## src/rtl/mtm_alu_frame_rx.sv

```systemverilog
// Serial ALU operand receiver: 11-bit frames -> {A, B, opcode} operand set plus one-hot error pulses.
// Latency: outputs and err pulse appear the cycle after the stop bit of the relevant frame is sampled.
// Backpressure: out_valid holds until out_ready; a packet completing while held and unready is dropped as overrun.
module mtm_alu_frame_rx #(
  parameter int         DATA_W  = 32,
  parameter logic [7:0] OP_MASK = 8'b0011_0011
) (
  input  logic              clk,
  input  logic              rst,
  input  logic              sin,
  output logic [DATA_W-1:0] a_out,
  output logic [DATA_W-1:0] b_out,
  output logic [2:0]        op_out,
  output logic              out_valid,
  input  logic              out_ready,
  output logic              err_valid,
  output logic [3:0]        err_code
);

  localparam int NB    = DATA_W / 8;
  localparam int CNT_W = $clog2(2 * NB + 1);
  localparam logic [CNT_W-1:0] FULL_CNT = CNT_W'(2 * NB);

  typedef enum logic [1:0] {IDLE, TYPE, DATA, STOP} state_t;

  state_t              state_q;
  logic                type_q;
  logic [2:0]          bit_cnt_q;
  logic [7:0]          shift_q;
  logic [CNT_W-1:0]    byte_cnt_q;
  logic [2*DATA_W-1:0] asm_q;
  logic [DATA_W-1:0]   a_q, b_q;
  logic [2:0]          op_q;
  logic                out_valid_q;
  logic                err_valid_q;
  logic [3:0]          err_code_q;

  // Decode of the frame whose stop bit is being sampled this cycle
  logic       good_stop, frame_err, data_err, op_err, ovr_err, data_acc, load;
  logic       cnt_full, op_legal, held;
  logic [2:0] cmd_op;

  // Classify the completed frame; conditions are mutually exclusive, which encodes frame > data > op > overrun
  always_comb begin
    cmd_op    = shift_q[6:4];
    cnt_full  = (byte_cnt_q == FULL_CNT);
    op_legal  = OP_MASK[cmd_op];
    held      = out_valid_q && !out_ready;
    good_stop = (state_q == STOP) && sin;
    frame_err = (state_q == STOP) && !sin;
    data_err  = good_stop && (type_q != cnt_full);
    data_acc  = good_stop && !type_q && !cnt_full;
    op_err    = good_stop && type_q && cnt_full && !op_legal;
    ovr_err   = good_stop && type_q && cnt_full && op_legal && held;
    load      = good_stop && type_q && cnt_full && op_legal && !held;
  end

  // Frame FSM, packet assembly and registered outputs
  always_ff @(posedge clk) begin
    if (rst) begin
      state_q     <= IDLE;
      type_q      <= 1'b0;
      bit_cnt_q   <= '0;
      shift_q     <= '0;
      byte_cnt_q  <= '0;
      asm_q       <= '0;
      a_q         <= '0;
      b_q         <= '0;
      op_q        <= '0;
      out_valid_q <= 1'b0;
      err_valid_q <= 1'b0;
      err_code_q  <= '0;
    end else begin
      err_valid_q <= frame_err | data_err | op_err | ovr_err;
      err_code_q  <= {ovr_err, op_err, data_err, frame_err};

      case (state_q)
        IDLE: if (!sin) state_q <= TYPE;
        TYPE: begin
          type_q    <= sin;
          bit_cnt_q <= '0;
          state_q   <= DATA;
        end
        DATA: begin
          shift_q   <= {shift_q[6:0], sin};
          bit_cnt_q <= bit_cnt_q + 3'd1;
          if (bit_cnt_q == 3'd7) state_q <= STOP;
        end
        default: state_q <= IDLE;
      endcase

      // Any terminating event (error or load) restarts packet assembly
      if (frame_err || data_err || op_err || ovr_err || load) begin
        byte_cnt_q <= '0;
      end else if (data_acc) begin
        byte_cnt_q <= byte_cnt_q + CNT_W'(1);
        asm_q      <= {asm_q[2*DATA_W-9:0], shift_q};
      end

      if (load) begin
        a_q         <= asm_q[2*DATA_W-1:DATA_W];
        b_q         <= asm_q[DATA_W-1:0];
        op_q        <= cmd_op;
        out_valid_q <= 1'b1;
      end else if (out_valid_q && out_ready) begin
        out_valid_q <= 1'b0;
      end
    end
  end

  assign a_out     = a_q;
  assign b_out     = b_q;
  assign op_out    = op_q;
  assign out_valid = out_valid_q;
  assign err_valid = err_valid_q;
  assign err_code  = err_code_q;

endmodule

```

## config.mk

```make
export PLATFORM = sky130hd
export DESIGN_NAME = mtm_alu_frame_rx
export DESIGN_NICKNAME = d
export VERILOG_FILES = /design/src/rtl/mtm_alu_frame_rx.sv
export SDC_FILE = /design/constraint.sdc
export NUM_CORES = 1
export LEC_CHECK = 0
export ABC_AREA = 1
export CAP_MARGIN = 20
export CORE_MARGIN = 1
export CORE_UTILIZATION = 25
export CTS_CLUSTER_SIZE = 12
export DETAILED_ROUTE_END_ITERATION = 10
export PLACE_DENSITY = 0.48
export SLEW_MARGIN = 20
export SYNTH_ARGS = -nofsm -noshare
export SYNTH_HDL_FRONTEND = slang
export SYNTH_SLANG_ARGS = --single-unit
```

## constraint.sdc

```tcl
create_clock -name clk -period 1.4 [get_ports clk]
set_input_delay 0.14 -clock clk [delete_from_list [all_inputs] [get_ports clk]]
set_output_delay 0.14 -clock clk [all_outputs]
set_load 0.03 [all_outputs]
```

---- Yosys cells after proc, flatten, opt, wreduce, memory -nomap -nowiden ----
Memory sizes are Yosys's and may differ from the RTL's. A register that Yosys moved wholly into a read port is not among the register bits.
Cells that the tools add are included.
word-level totals
  logic and storage cells ................. 66
  latch bits .............................. 0
  flip-flop bits (word level) ............. 155
  memory bits (writable) .................. 0
  bits in read-only memories .............. 8
  memories ................................ 1
  output and inout bits ................... 73
  bits of input ports ..................... 4
memory list
  memory           depth  bits a word  rd ports  clocked after memory_dff  write ports  line  RTL
  (no name shown)  8      1            1         1                         0            47    op_legal = OP_MASK[cmd_op];
cells by class
  divide/modulo/power cells ............... 0
  muxes and demuxes ....................... 9
  shifts and indexed selects .............. 0
  equality and inequality tests ........... 8
  $mul .................................... 0
  add/subtract/negate cells ............... 2
  bitwise logic cells ..................... 4
  reductions and logical operators ........ 29
  $lt $le $gt $ge ......................... 1
operators with widths
  operator                                                     number
  logical AND 1 bit                                            13
  logical NOT 1 bit                                            6
  2-to-1 mux 3 bit                                             2
  one-hot mux 2 bit (3 select lines)                           1
  one-hot mux 3 bit (2 select lines)                           1
  adder 4 x 1 -> 4 bit (second input constant)                 1
  equality test 2 bit (second input constant)                  2
  equality test 4 bit (second input constant)                  1
  logical OR 1 bit                                             4
  less-than comparator 3 x 4 -> 1 bit (second input constant)  1
  2-to-1 mux 2 bit                                             2
  != test 2 bit (second input constant)                        2
  AND reduction 2 bit                                          2
  nonzero test 2 bit                                           2
  adder 3 x 1 -> 3 bit (second input constant)                 1
  equality test 3 bit (second input constant)                  1
  2-to-1 mux 1 bit                                             3
  OR 1 bit                                                     3
  equality test 2 x 1 -> 1 bit (second input constant)         1
  logical NOT 2 bit                                            1
  OR reduction 2 bit                                           1
  != test 1 bit                                                1
  inverter 1 bit                                               1

---- Depth between registers and ports, before layout ----
Gate-level depths: netlist of run 1.
  word-level depth ........................ 10
  gate-level depth with buffers ........... 11
  mapped depth without buffers ............ 10

---- Least setup slack after synthesis of run 1 ----
OpenSTA, ideal clock, no wires.
  kind .................................... reg2reg
  start ................................... register state_q[0]
  end ..................................... register a_q[24] (netlist: a_out[24])
  path buffers ............................ 2
  clock period less this slack ............ 1.499 ns
  slack ................................... -0.099 ns
  cell stages (with the launch flop) ...... 9
  library setup time ...................... 0.132 ns
  data arrival time ....................... 1.367 ns
  required time ........................... 1.268 ns
  path through ............................ dfxtp_1 -> ha_1 -> nand2_1 -> nor2_2 -> nand4_2 -> buf_2 -> buf_2 -> nand2_1 -> a21oi_1
on the way
  word-level cells in the longest chain between the ends .. 6
RTL lines
  item                            line  RTL
  start: declaration              26    state_t state_q;
  start signal: assignment        61    state_q <= IDLE;
  start signal: assignment        78    IDLE: if (!sin) state_q <= TYPE;
  start signal: assignment        82    state_q <= DATA;
  equality test 2 bit             49    good_stop = (state_q == STOP) && sin;
  logical AND 1 bit               49
  logical AND 1 bit (4 in a row)  55    load = good_stop && type_q && cnt_full && op_legal && !held;
  end signal: assignment          101   a_q <= asm_q[2*DATA_W-1:DATA_W];
  end: declaration                32    logic [DATA_W-1:0] a_q, b_q;
No other way between the ends.
A chain may end at the register's enable or synchronous reset.

---- Final worst setup path of run 1 ----
  start ................................... register byte_cnt_q[1]
  end ..................................... register a_q[27] (netlist: a_out[27])
on the way
  word-level cells in the longest chain between the ends .. 4
RTL lines
  item                            line  RTL
  start: declaration              30    logic [CNT_W-1:0] byte_cnt_q;
  start signal: assignment        96    byte_cnt_q <= byte_cnt_q + CNT_W'(1);
  equality test 4 bit             46    cnt_full = (byte_cnt_q == FULL_CNT);
  logical AND 1 bit (3 in a row)  55
No other way between the ends.

==> impl_metrics.yaml, run 1 <==
finish:
  finalNetCount: 809
  synthToLayoutAreaGrowth_pct: 40.4
  drive_above_1_share_pct: 15.8
  utilization_pct: 35.7
  antenna_cells: 0
  instances_no_fill: 1089
detailed_routing:
  wl_per_cell_um: 13.8
  route.met2.wl_um: 7060
  viasPerCell: 4.27
  route.detailed.drc: 0
  first_iter_violations: 262
  wl_um: 15100
  routed.top_layer: "met4"
  ant_nets: 0
  wl_met1_um: 7280
  wl_met3_um: 514
  drt_first_pass_iters: 4
  via_count: 4654
timing:
  post-route-period-util_pct: 106
  period_needed_ns: 1.48
  tightest_slew_ns: 0.399
  slew_violations: 0
  finalClockSkew_ns: 0.00776
  holdWs_ns: 0.204
  relSlewSlack_pct: 73.4
  max_freq_ghz: 0.677
  hold_viol_final: 0
  rsz0062_at_grt: "true"
  setup_viol: 116
  finalWorstSetupSlack_ns: -0.0776
critical_path:
  cp_top_family: "buffers and inverters"
  startpoint: "byte_cnt_q[1]$_SDFFE_PP0P_"
  crit_arrival_ns: 1.77
  crit_type: "reg -> reg"
  crit_cells: 9
  path_cells: "inv_2 -> ha_4 -> nand2_2 -> nor2_4 -> nand4_4 -> buf_12 -> clkbuf_16 -> nand2_1 -> a21oi_1"
  timing.rr.start: "byte_cnt_q[1]$_SDFFE_PP0P_"
  required_ns: 1.69
  critPathMaxStageDelay_ns: 0.32
  cp-start-kind: "flip-flop"
  worst-path-buf-inv: 3
  cp_max_fo: 9
  r2r_cells: 9
  cpMaxStageDelayCell: "dfxtp_2"
  cp-end-kind: "flip-flop"
yosys:
  yosysWarnings: 0
  synth_area_um2: 5550
  yosysSeqAreaShare_pct: 56.3
  synth_top_area_share_pct: 56.3
  synth-compound-area-share_pct: 15.7
  synth_seq_cells: 156
  synthSimpleGateAreaFrac_pct: 19.6
  syn_area_per_cell_um2: 7.97
  synthMuxAreaShare_pct: 0
  syn-num-nets: 709
  synth_fa_ha_area_share_pct: 2.03
  synth_area_leaders: "dfxtp_1 56%, nand2_1 10%, a21oi_1 8.7%, nor2_1 7.7%, o21ai_0 6.8%"
  synth_xor_area_share_pct: 0.316
  yosys.cell_count.top_type: "dfxtp_1"
  synth_top_area_cell: "dfxtp_1"
  synth_top_family_by_area: "simple AND/OR/NAND/NOR gates"
  async_flop_share_pct: 0
  synthTopCellsByCount: "156 x dfxtp_1, 149 x nand2_1, 114 x nor2_1"
  ys_types: 21
  synthCells: 696
  synthFlopType: "dfxtp_1"
  synth_edf_count: 0
power:
  power.net_switching_w: 0.00305
  power_density_nw_per_um2: 1430
  totalPowerFinal_w: 0.0111
  p_int_w: 0.00808
  power.leakage_nw: 3.16
  ir_drop_uv: 676
  switching_share_pct: 27.4
  power_frac_seq_pct: 45.2
  p_clk_share_pct: 42.3
  power_frac_comb_pct: 12.5
status:
  status: "finished with violations"
  violations: "negative setup slack"
global_routing:
  antenna_found_initial: 0
  grt_usage_pct: 12.9
  grt_pass1_vias: 4364
  grt_pass1_wl_um: 22500
  grt_max_degree: 78
  overflow: 0
cts:
  cts_sinks: 156
  path_clk_slew_ns: 0.07
  clockBufferDepth: 2
  cts-root-buf: "clkbuf_16"
  cts_tree: "done"
  cts_buffers: 17
  insertion_delay_ns: 0.43
  ctsHtreeMaxLevel: 4
  cts-hold-fix-buffers: 0
die:
  coreArea_um2: 21800
  die_x_um: 151
  ios: 77
  initial_core_util_pct: 25.4
  die_h_um: 151
  rows: 54
  die-area_um2: 22800
hold_path:
  hold_path_depth: 3
  hp-class: "in -> reg"
  min-delay-start: "rst"
run:
  drv_cap: 0
placed_design:
  pre_cts_slack_ns: -0.274
  dpl.hpwl_um: 8720
  place_inst: 1047
  port_buffers: 76
  gp_congestion: 0.718
registers in the layout, indices dropped and copies added, names as in the netlist, 2 cells and up:
signal      cells
a_out          32
op_out          3
err_code        4
byte_cnt_q      4
shift_q         8
b_out          32
asm_q          64
bit_cnt_q       3
state_q         2
cell type report:
cell class | instances | area (µm²)
clock buffers | 18 | 439
repair buffers | 127 | 1360
multi-input cells | 464 | 2240
well taps | 280 | 350
flip-flops and latches | 156 | 3130
fillers | 2313 | 14000
clock inverters | 14 | 161
inverters | 30 | 118
cell usage in the layout, fill, tap and decap left out, types with 4 or more instances in the layout:
cell	n
dfxtp_1	152
nand2_1	128
nor2_1	114
a21oi_1	96
dlygate4sd2_1	71
o21ai_0	61
buf_4	28
inv_1	26
clkbuf_16	23
nand2_2	20
o21ai_1	13
buf_12	12
nand3_1	6
inv_6	5
ha_1	5
dfxtp_2	4
clkinv_4	4
cells by family (layout without fill, tap and decap cells):
family          Yosys count  count (layout)
flops                   156             156
fa+ha+maj                 9               9
xor+xnor                  2               2
buf+inv                  76             189
simple gates            280             280
compound gates          173             173
per-layer routing:
metal / track usage (%) / up-vias
met5: 0 / -
met4: 4.95 / 0
met3: 3.07 / 15
met2: 21.2 / 72
met1: 16.3 / 2118
li1: - / 2449
stage by stage:
stage,TNS [ns],instance area [µm²]
floorplan,-0.00541,5620
global placement,-31.02,6930
detailed placement,-31.84,6930
CTS,-4.27,7530
global route,-14.72,7790
finish,-4.93,7790
worst paths after layout:
path / slack (ns) / endpoint
min reg2reg: 0.46 / a_out[28]$_SDFFE_PP0P_
min: 0.20 / b_out[10]$_SDFFE_PP0P_
max: -0.08 / a_out[27]$_SDFFE_PP0P_
max reg2reg: -0.08 / a_out[27]$_SDFFE_PP0P_
repair_timing:
| item | in CTS | in global routing |
|---|---|---|
| pin swaps | 1 | 9 |
| buffers inserted | 1 | 1 |
| gates resized for setup | 89 | 44 |
| gates cloned | 2 | 7 |
| endpoints found under the setup margin | 194 | 142 |
worst register-to-register path, delay by kind of cell (launching register included):
| kind | cells | cell delay (ns) |
|---|---|---|
| flip-flops | 1 | 0.32 |
| adder cells (fa/ha/maj) | 1 | 0.15 |
| buffers and inverters | 3 | 0.44 |
| AND/OR/NAND/NOR | 4 | 0.37 |
| AO/OA/AOI/OAI | 1 | 0.06 |
power groups by stage:
stage / clock (W) / sequential [W] / combinational (W)
4_1_cts: 0.00482 / 0.00503 / 0.00134
5_1_grt: 0.00499 / 0.00507 / 0.00158
6_report: 0.00470 / 0.00503 / 0.00140
2_1_floorplan: 0 / 0.00504 / 0.000831
3_3_place_gp: 0 / 0.00511 / 0.00126
3_5_place_dp: 0 / 0.00511 / 0.00128
Power figures use the tool's default switching activity.
==> run 2: changes to the inputs <==
--- a/config.mk
+++ b/config.mk
@@ -12,7 +12,7 @@
 export CTS_CLUSTER_SIZE = 12
 export DETAILED_ROUTE_END_ITERATION = 10
 export PLACE_DENSITY = 0.48
-export SLEW_MARGIN = 20
+export SLEW_MARGIN = 40
 export SYNTH_ARGS = -nofsm -noshare
 export SYNTH_HDL_FRONTEND = slang
 export SYNTH_SLANG_ARGS = --single-unit
==> results of run 2 <==
The final DEF is identical to that of run 1; final timing and power are the same.
==> run 3: changes to the inputs <==
--- a/config.mk
+++ b/config.mk
@@ -11,8 +11,7 @@
 export CORE_UTILIZATION = 25
 export CTS_CLUSTER_SIZE = 12
 export DETAILED_ROUTE_END_ITERATION = 10
-export PLACE_DENSITY = 0.48
-export SLEW_MARGIN = 40
+export PLACE_DENSITY = 0.4
 export SYNTH_ARGS = -nofsm -noshare
 export SYNTH_HDL_FRONTEND = slang
 export SYNTH_SLANG_ARGS = --single-unit
==> run 3 against run 2 <==
Effect of this change: the flow still finishes with violations (negative setup slack); critical endpoint is now byte_cnt_q[1]$_SDFFE_PP0P_; combinational power grew 14%; clock skew is 0.0026 ns lower; via count is 3.7% higher; fmax down 2.6%; first-iteration DRC count decreased by 0.76%; register-to-register slack got worse by 0.04 ns; flip-flop and latch count did not move; global-route usage rose by 0.25 points; sequential share of layout area is 0.35 points lower; sequential power is essentially flat; clock power fell by 4%; die area did not move; highest routed layer unchanged.
==> impl_metrics.yaml, run 3 (synthesis gave the netlist of run 1 again) <==
status:
  status: "finished with violations"
  violations: "negative setup slack"
cts:
  cts_tree: "done"
  cts_buffers: 17
  path_clk_slew_ns: 0.06
  ctsHtreeMaxLevel: 4
  cts-hold-fix-buffers: 0
  clockBufferDepth: 2
  cts-root-buf: "clkbuf_16"
  insertion_delay_ns: 0.42
  cts_sinks: 156
die:
  initial_core_util_pct: 25.4
  die_x_um: 151
  die_h_um: 151
  ios: 77
  rows: 54
  coreArea_um2: 21800
  die-area_um2: 22800
power:
  power_density_nw_per_um2: 1420
  power.leakage_nw: 3.16
  ir_drop_uv: 823
critical_path:
  timing.rr.start: "byte_cnt_q[1]$_SDFFE_PP0P_"
  r2r_cells: 11
  cp-start-kind: "flip-flop"
  reg2reg_slack_ns: -0.12
  cp-end-kind: "flip-flop"
  required_ns: 1.75
  reg2reg_to: "byte_cnt_q[1]$_SDFFE_PP0P_"
  crit_type: "reg -> reg"
  crit_arrival_ns: 1.87
  cp_max_fo: 7
global_routing:
  grt_max_degree: 78
  grt_pass1_wl_um: 23200
  use_met1_pct: 16.5
  grtUsageMet2_pct: 22.1
  overflow: 0
  use_met3_pct: 3.58
  grt_pass1_vias: 4571
  antenna_found_initial: 0
  grt_usage_pct: 13.2
  grt-busiest-layer: "met2"
timing:
  setup_viol: 112
  timing.setup.tns_ns: -6.49
  finalWorstSetupSlack_ns: -0.118
  slew_violations: 0
  max_freq_ghz: 0.659
  rsz0062_at_grt: "true"
  finalClockSkew_ns: 0.00519
  hold_viol_final: 0
  period_needed_ns: 1.52
  tightest_slew_ns: 0.381
  post-route-period-util_pct: 108
  relSlewSlack_pct: 74.6
detailed_routing:
  wl_per_cell_um: 14.6
  wl_um: 15800
  ant_nets: 0
  viasPerCell: 4.46
  first_iter_violations: 260
  via_count: 4827
  drt_first_pass_iters: 4
  route.detailed.drc: 0
finish:
  antenna_cells: 0
  synthToLayoutAreaGrowth_pct: 41.7
  largest_reg_flops: 64
  utilization_pct: 36.0
  layout_commonest_cell: "dfxtp_1"
  finalNetCount: 802
  regMostFlops: "asm_q"
  drive_above_1_share_pct: 17.3
  final_cell_mix: "152 x dfxtp_1, 139 x nand2_1, 100 x nor2_1"
run:
  drv_cap: 0
hold_path:
  hp-class: "in -> reg"
  holdPathEnd: "b_out[6]$_SDFFE_PP0P_"
  hold_path_depth: 3
  min-delay-start: "rst"
placed_design:
  port_buffers: 76
  dpl.hpwl_um: 8960
  gp_congestion: 0.759
[run 3: changes by cell type in the layout (fill, tap and decap cells not counted), sizes merged]
cell	before	now
buf	46	36
clkbuf	24	34
clkdlybuf4s15	2	1
clkinvlp	2	1
dlygate4sd2	71	72
inv	35	29
[run 3: worst max-delay path by stage]
stage | cells after the start | from | slack (ns) | to
floorplan | 10 | byte_cnt_q[1]$_SDFFE_PP0P_ | -0.005 | a_out[24]$_SDFFE_PP0P_
global placement | 7 | sin | -0.32 | asm_q[49]$_SDFFE_PP0P_
detailed placement | 7 | sin | -0.32 | asm_q[49]$_SDFFE_PP0P_
CTS | 8 | byte_cnt_q[1]$_SDFFE_PP0P_ | -0.12 | a_out[23]$_SDFFE_PP0P_
global route | 11 | byte_cnt_q[2]$_SDFFE_PP0P_ | -0.23 | byte_cnt_q[2]$_SDFFE_PP0P_
finish | 11 | byte_cnt_q[1]$_SDFFE_PP0P_ | -0.12 | byte_cnt_q[1]$_SDFFE_PP0P_
[run 3: power by group]
part / switching, W / internal [W]
clock: 0.00177 / 0.00276
combinational: 0.000895 / 0.000690
sequential: 0.000277 / 0.00477
[run 3: metrics by stage]
| step | power, W | cells | worst slack, ns | instance area, µm² | hold WS, ns |
|---|---|---|---|---|---|
| after floorplan | 0.00587 | 696 | -0.00541 | 5620 | 0.307 |
| after global placement | 0.00634 | 1036 | -0.318 | 6810 | 0.452 |
| after detailed placement | 0.00639 | 1036 | -0.322 | 6810 | 0.456 |
| after CTS | 0.0109 | 1068 | -0.125 | 7310 | 0.223 |
| after global routing | 0.0117 | 1082 | -0.226 | 7860 | 0.245 |
| final | 0.0112 | 1082 | -0.118 | 7860 | 0.241 |
[run 3: cell type report]
type                    instances  area [µm²]
clock buffers                  25         485
clock inverters                 7        87.6
fillers                      2318       14000
inverters                      30         125
multi-input cells             464        2370
flip-flops and latches        156        3130
well taps                     280         350
repair buffers                120        1310
[run 3: critical path: stages, from the launching register on]
cell	delay, ns
dfxtp_2	0.32
inv_2	0.07
ha_4	0.17
nand3_4	0.10
nand2_4	0.10
nor2_4	0.04
buf_12	0.13
buf_12	0.12
clkbuf_16	0.16
o21ai_2	0.11
inv_1	0.05
nor2_1	0.08
[run 3: timing repair]
action / 4_1_cts / 5_1_grt
pin swaps: 0 / 12
buffers inserted: 0 / 2
endpoints found under the hold margin: 0 / 0
gates resized for setup: 90 / 78
gates cloned: 0 / 12
endpoints found under the setup margin: 180 / 141
[run 3: per-layer routing]
layer	part of all wire, %	vias to the layer above
met1	48	2304
met2	48	69
met4	0.81	0
li1	-	2443
met3	3.0	11
met5	0	-
